### src/rtl/bus_xfer_sequencer.sv
// rtl/bus_xfer_sequencer.sv - register-to-register transfer sequencer for a shared bidirectional data bus
// One request at a time; all register strobes decode from state and latched fields only.
module bus_xfer_sequencer #(
    parameter int NUM_REGS  = 8,
    parameter int SEL_WIDTH = 3
) (
    input  logic                 CLOCK,
    input  logic                 RESET,
    input  logic                 REQ_VALID,
    output logic                 REQ_READY,
    input  logic [1:0]           REQ_OP,
    input  logic [SEL_WIDTH-1:0] REQ_SRC,
    input  logic [SEL_WIDTH-1:0] REQ_DST,
    output logic [NUM_REGS-1:0]  REG_ENABLE,
    output logic [NUM_REGS-1:0]  REG_RW,
    output logic [NUM_REGS-1:0]  REG_COUNT,
    output logic                 BUS_BUSY,
    output logic                 DONE,
    output logic                 ERROR
);

    typedef enum logic [2:0] {
        IDLE,
        TURN,
        XFER,
        INCR,
        FIN,
        ERR
    } state_t;

    localparam logic [1:0] OP_MOVE     = 2'b00;
    localparam logic [1:0] OP_INC      = 2'b01;
    localparam logic [1:0] OP_MOVE_INC = 2'b10;
    localparam logic [1:0] OP_RSVD     = 2'b11;

    state_t                state;
    state_t                state_next;
    logic [1:0]            op;
    logic [SEL_WIDTH-1:0]  src;
    logic [SEL_WIDTH-1:0]  dst;
    logic                  take;
    logic                  src_oob;
    logic                  dst_oob;
    logic                  illegal;
    logic [NUM_REGS-1:0]   src_onehot;
    logic [NUM_REGS-1:0]   dst_onehot;

    assign take    = REQ_VALID && REQ_READY;
    assign src_oob = 32'(REQ_SRC) >= NUM_REGS;
    assign dst_oob = 32'(REQ_DST) >= NUM_REGS;
    // INC never uses the source field, so it is not range- or alias-checked.
    assign illegal = (REQ_OP == OP_RSVD) || dst_oob ||
                     ((REQ_OP != OP_INC) && (src_oob || (REQ_SRC == REQ_DST)));

    assign src_onehot = NUM_REGS'(1) << src;
    assign dst_onehot = NUM_REGS'(1) << dst;

    always_ff @(posedge CLOCK) begin
        if (RESET) begin
            state <= IDLE;
            op    <= 2'b00;
            src   <= '0;
            dst   <= '0;
        end else begin
            state <= state_next;
            if (take) begin
                op  <= REQ_OP;
                src <= REQ_SRC;
                dst <= REQ_DST;
            end
        end
    end

    always_comb begin
        state_next = state;
        case (state)
            IDLE: begin
                if (take) begin
                    if (illegal)
                        state_next = ERR;
                    else if (REQ_OP == OP_INC)
                        state_next = INCR;
                    else
                        state_next = TURN;
                end
            end
            TURN:    state_next = XFER;
            XFER:    state_next = (op == OP_MOVE_INC) ? INCR : FIN;
            INCR:    state_next = FIN;
            FIN:     state_next = IDLE;
            ERR:     state_next = IDLE;
            default: state_next = IDLE;
        endcase
    end

    always_comb begin
        REG_ENABLE = '0;
        REG_RW     = '1;
        REG_COUNT  = '0;
        DONE       = 1'b0;
        ERROR      = 1'b0;
        BUS_BUSY   = (state != IDLE);
        // Held low while reset is asserted so no request is taken across reset.
        REQ_READY  = (state == IDLE) && !RESET;
        case (state)
            XFER: begin
                REG_ENABLE = src_onehot | dst_onehot;
                REG_RW     = ~dst_onehot;
            end
            INCR:    REG_COUNT = (op == OP_INC) ? dst_onehot : src_onehot;
            FIN:     DONE  = 1'b1;
            ERR:     ERROR = 1'b1;
            default: ;
        endcase
    end

endmodule

### config.mk
export PLATFORM = sky130hd
export DESIGN_NAME = bus_xfer_sequencer
export DESIGN_NICKNAME = d
export VERILOG_FILES = /design/src/rtl/bus_xfer_sequencer.sv
export SDC_FILE = /design/constraint.sdc
export NUM_CORES = 1
export LEC_CHECK = 0
export CELL_PAD_IN_SITES_DETAIL_PLACEMENT = 0
export CELL_PAD_IN_SITES_GLOBAL_PLACEMENT = 1
export CORE_ASPECT_RATIO = 0.8
export CORE_MARGIN = 8
export CORE_UTILIZATION = 29
export DETAILED_ROUTE_END_ITERATION = 12
export PLACE_DENSITY = 0.87
export SYNTH_ARGS = -nofsm -noshare
export SYNTH_HDL_FRONTEND = slang
export SYNTH_SLANG_ARGS = --single-unit
### constraint.sdc
create_clock -name CLOCK -period 1.47 [get_ports CLOCK]
set_input_delay 0.294 -clock CLOCK [delete_from_list [all_inputs] [get_ports CLOCK]]
set_output_delay 0.294 -clock CLOCK [all_outputs]
set_load 0.05 [all_outputs]
# After elaboration in Yosys (flattened, before gate mapping)
# Index checks and enable logic that the tools add are counted.
[classes]
n_eq_ne = 12
n_shift = 2
mux = 11
bitwise_logic = 2
n_reduce_logical = 7
[ops]
columns = ["op", "n"]
rows = [
  ["two-way mux 8 bit", 4],
  ["<< shifter 1 x 3 -> 8 bit, first input constant", 2],
  ["case mux 3 bit (4 select lines)", 1],
  ["two-way mux 3 bit", 3],
  ["NOT 8 bit", 1],
  ["bitwise OR 8 bit", 1],
  ["== test 3 x 2 -> 1 bit, second input constant", 2],
  ["== test 3 bit, second input constant", 2],
  ["== test 2 x 1 -> 1 bit, second input constant", 2],
  ["== test 2 bit, second input constant", 2],
  ["== test 3 x 1 -> 1 bit, second input constant", 1],
  ["== test 3 bit", 1],
  ["logical AND 1 bit", 3],
  ["zero test 3 bit", 1],
  ["nonzero test 3 bit", 1],
  ["two-way mux 1 bit", 2],
  ["two-way mux 2 bit", 1],
  ["!= test 2 x 1 -> 1 bit, second input constant", 1],
  ["!= test 2 bit, second input constant", 1],
  ["zero test 1 bit", 1],
  ["logical OR 1 bit", 1],
]
[word_totals]
reg_bits = 11
input_bits = 11
output_inout_bits = 28

# Depth between registers and ports, before layout
[logic_depth]
ltp_word = 6
mapped_depth = 5

# Least setup slack after synthesis
# No wires, ideal clock.
[synth_path]
path_type = "reg2out"
startpoint = "reg state[1]"
endpoint = "out REG_ENABLE[7]"
arrival_time_ps = 1718
required_ps = 1176
path_slack_ps = -542
path_stages_with_launch = 5
path_buffers = 1
cell_sequence = "dfxtp_1 nor2b_1 nand2b_2 clkbuf_1 a21oi_1"
[synth_between]
elab_chain_cells = 2
[synth_lines]
columns = ["element", "line_no", "source"]
rows = [
  ["start, declared", "36", "state_t state;"],
  ["start signal, assigned", "65", "state <= state_next;"],
  ["== test 3 x 2 -> 1 bit", "105", "case (state)"],
  ["two-way mux 8 bit", "105", ""],
  ["end, declared", "14", "output logic [NUM_REGS-1:0] REG_ENABLE,"],
]
# No other way between the ends.

# Worst setup path in the final report
[layout_path]
startpoint = "reg dst[0]"
endpoint = "out REG_COUNT[4]"
[layout_between]
elab_chain_cells = 3
[layout_lines]
columns = ["element", "line_no", "source"]
rows = [
  ["start, declared", "40", "logic [SEL_WIDTH-1:0] dst;"],
  ["start signal, assigned", "63", "dst <= '0;"],
  ["start signal, assigned", "69", "dst <= REQ_DST;"],
  ["<< shifter 1 x 3 -> 8 bit", "56", "assign dst_onehot = NUM_REGS'(1) << dst;"],
  ["two-way mux 8 bit", "110", "INCR: REG_COUNT = (op == OP_INC) ? dst_onehot : src_onehot;"],
  ["two-way mux 8 bit", "105", ""],
  ["end, declared", "16", "output logic [NUM_REGS-1:0] REG_COUNT,"],
]
# No other way between the ends.

==> results.toml <==
[finish]
antennaDiodeCount = 0
fraction_of_layout_instances_using_a_drive_strength_above_1_pct = 78.0
syn2layout_area_growth_pct = 152
post-route-util_pct = 77.0
layout_common_cells = "buf_4, buf_12, buf_6"
layout.cells.non_filler = 245
design_area_final_um2 = 2390
layout.cells.most_common = "buf_4"
layout.nets = 217

[power_and_ir_drop]
power.share.clock_pct = 18.2
p_seq_share_pct = 23.8
irDropWorstVdd_mv = 0.549
combPwrFrac_pct = 58.0
power_leakage_nw = 0.967
switching_part_of_the_total_pct = 42.7
p_switching_mw = 0.794
p_per_area_nw_per_um2 = 776
intPower_mw = 1.06

[critical_path]
critical_path.n_buffers_inverters = 2
worst_ep_required_time_ps = 1180
worst_path_dominant_cell_family = "simple AND/OR/NAND/NOR gates"
reg2reg_from = "state[2]$_SDFFE_PP0P_"
worstSetupPathType = "flip-flop to primary output"
worst_path_max_delay_cell = "dfxtp_4"
worst_setup_path_startpoint = "dst[0]$_SDFFE_PP0P_"
crit_path_max_incr_delay_ps = 360
cells_along_the_critical_path = "buf_6, nor3b_4, nand2_2, a21oi_4, buf_12"
worstPathArrival_ps = 1450
setup_crit_start_kind = "flip-flop"
crit_path_end_kind = "primary output"
cp_max_fanout = 5

[sta]
worst_clock_skew_ps = 10.9
max_clock_freq_mhz = 575
rsz0062_at_grt = "yes"
tightestPinTransition_ps = 315
setup_viol_count_final = 33
finalHoldViolCount = 0
final.setup.worst_slack_ps = -269
finalCriticalPeriod_ps = 1740
hold_slack_ps = 370
fin_tns_setup_ps = -5620
max_slew_violation_count = 0
layout_worst_path_cycle_share_pct = 118
max_slew_headroom_pct = 78.8

[synth]
synth-warning-count = 0
postSynthAreaPerCell_um2 = 7.41
synthesis.nets = 139
post_synth_inst_count = 128
synthesis.area_um2 = 948
seq_area_frac_synth_pct = 23.2
synth-seq-cells = 11
synth_cell_types = 32

[placement]
finalWeightedCongestion = 0.901
postPlaceCellArea_um2 = 1890
buffer_ports.inserted = 38
detailed_place_hpwl_mm = 3.05
dpl.cell_count = 229

[global_routing]
via_count_of_the_first_global_routing_pass = 1359
globalRoute.totalOverflow = 0
grt_max_degree = 11
initial_antenna_violation_count = 0
grt_first_pass_wirelength_mm = 6.80
all_layer_gr_usage_pct = 16.5

[clock_network]
clock_sink_count = 11
hold_buffers = 0
total_cts_buffers = 3
path_clk_slew_ps = 60
cts_tree = "done"
clockBufferDepth = 2
ctsHtreeMaxLevel = 1
clock_insertion_delay_worst_skew_ps = 260
clock_tree.root_cell = "clkbuf_8"

[routing]
detailedRoute.firstIterationViolations = 75
route.final.wire_length_mm = 4.90
postRouteAntennaNets = 0
via_per_inst = 5.36
drt_drc_violations_left = 0
drt_pre_antenna_iters = 4
avgRoutedWirePerCell_um = 20.0
num_vias = 1314

[floorplanning]
dieArea_um2 = 5370
core.rowCount = 18
die-width_um = 79.9
floorplan.io_pins = 39
floorplan.initialDensity_pct = 30.5
dieHeight_um = 67.2
fp.coreArea_um2 = 3110

[min_path]
timing.hold.worst.start = "REQ_SRC[1]"
hold_class = "input pin to flip-flop"

[job]
drv_cap = 0

[outcome]
status = "finished with violations"
violations = "setup timing"
[routing by layer]
layer | wire length (µm) | GRT usage, % | part of all wire [%]
met2 | 2570 | 29.3 | 52
met4 | 106 | 7.92 | 2.2
met3 | 258 | 3.71 | 5.3
met5 | 0 | 0 | 0
met1 | 1970 | 18.4 | 40
[state kept, by name, indices dropped and copies added, names as in the netlist]
register and cells:
dst 3, src 3, state 3, op 2
[final cells by class]
| type | instances | area [µm²] |
|---|---|---|
| clock buffer | 3 | 41.3 |
| sequential | 11 | 256 |
| inverter | 4 | 15.0 |
| fill | 172 | 714 |
| tap | 40 | 50.0 |
| timing repair buffer | 85 | 1010 |
| clock inverter | 1 | 5.00 |
| multi-input combinational | 101 | 1020 |
[synthesized netlist by cell type]
library cell	n	area (µm²)
nand2_1	18	67.6
a21oi_1	12	60.1
nor2_1	12	45.0
dfxtp_1	11	220
clkbuf_1	9	33.8
nor2b_1	7	43.8
nor3b_1	7	52.6
mux2_4	5	75.1
a211oi_1	4	30.0
inv_1	4	15.0
nand4_1	4	25.0
nor3_1	4	20.0
a31o_2	3	26.3
a31oi_1	3	18.8
and3b_1	3	26.3
nand3_1	3	15.0
xor2_1	3	26.3
clkbuf_2	2	10.0
a22oi_1	1	7.51
and3b_2	1	10.0
buf_6	1	11.3
mux2_2	1	11.3
nand2_4	1	11.3
nand2b_1	1	6.26
nand2b_2	1	8.76
nand3b_1	1	7.51
nor3b_2	1	12.5
nor4_4	1	21.3
o21bai_1	1	7.51
or3_1	1	6.26
or3b_2	1	8.76
or4_1	1	7.51
[cell families (layout without fill, tap and decap cells)]
| logic type | after synthesis | count (layout) | share of synthesized area [%] |
|---|---|---|---|
| muxes | 6 | 6 | 9.10 |
| buffers and inverters | 16 | 93 | 7.39 |
| DFF | 11 | 11 | 23.2 |
| and+or+nand+nor | 68 | 68 | 41.7 |
| xor gates and xnor gates | 3 | 3 | 2.77 |
| AOI/OAI and AO/OA | 24 | 24 | 15.8 |
[metrics by stage]
stage               total power, mW  setup WS, ps
finish                         1.86          -269
global route                   1.92          -334
CTS                            1.69          -253
detailed placement             1.19          -265
global placement               1.17          -197
floorplan                     0.851          -350
[path summary, 6_finish.rpt]
kind / depth (start not counted) / slack [ps] / to
worst max register to register: 5 / -80 / op[0]$_SDFFE_PP0P_
worst max-delay path: 5 / -270 / REG_COUNT[4]
worst min-delay path: 2 / 370 / src[1]$_SDFFE_PP0P_
worst min register to register: 2 / 630 / state[1]$_SDFFE_PP0P_
[timing repair]
| action | 4_1_cts | 5_1_grt |
|---|---|---|
| setup buffers | 6 | 7 |
| pin swaps | 17 | 20 |
| resized for setup | 68 | 34 |
| setup endpoints to repair | 29 | 29 |
[power by group through the flow]
stage / clock network, mW / logic (mW) / registers [mW]
floorplan: 0 / 0.489 / 0.362
global placement: 0 / 0.755 / 0.411
detailed placement: 0 / 0.772 / 0.415
CTS: 0.333 / 0.925 / 0.436
global route: 0.354 / 1.11 / 0.448
finish: 0.339 / 1.08 / 0.443
(Power assumes the default switching activity.)
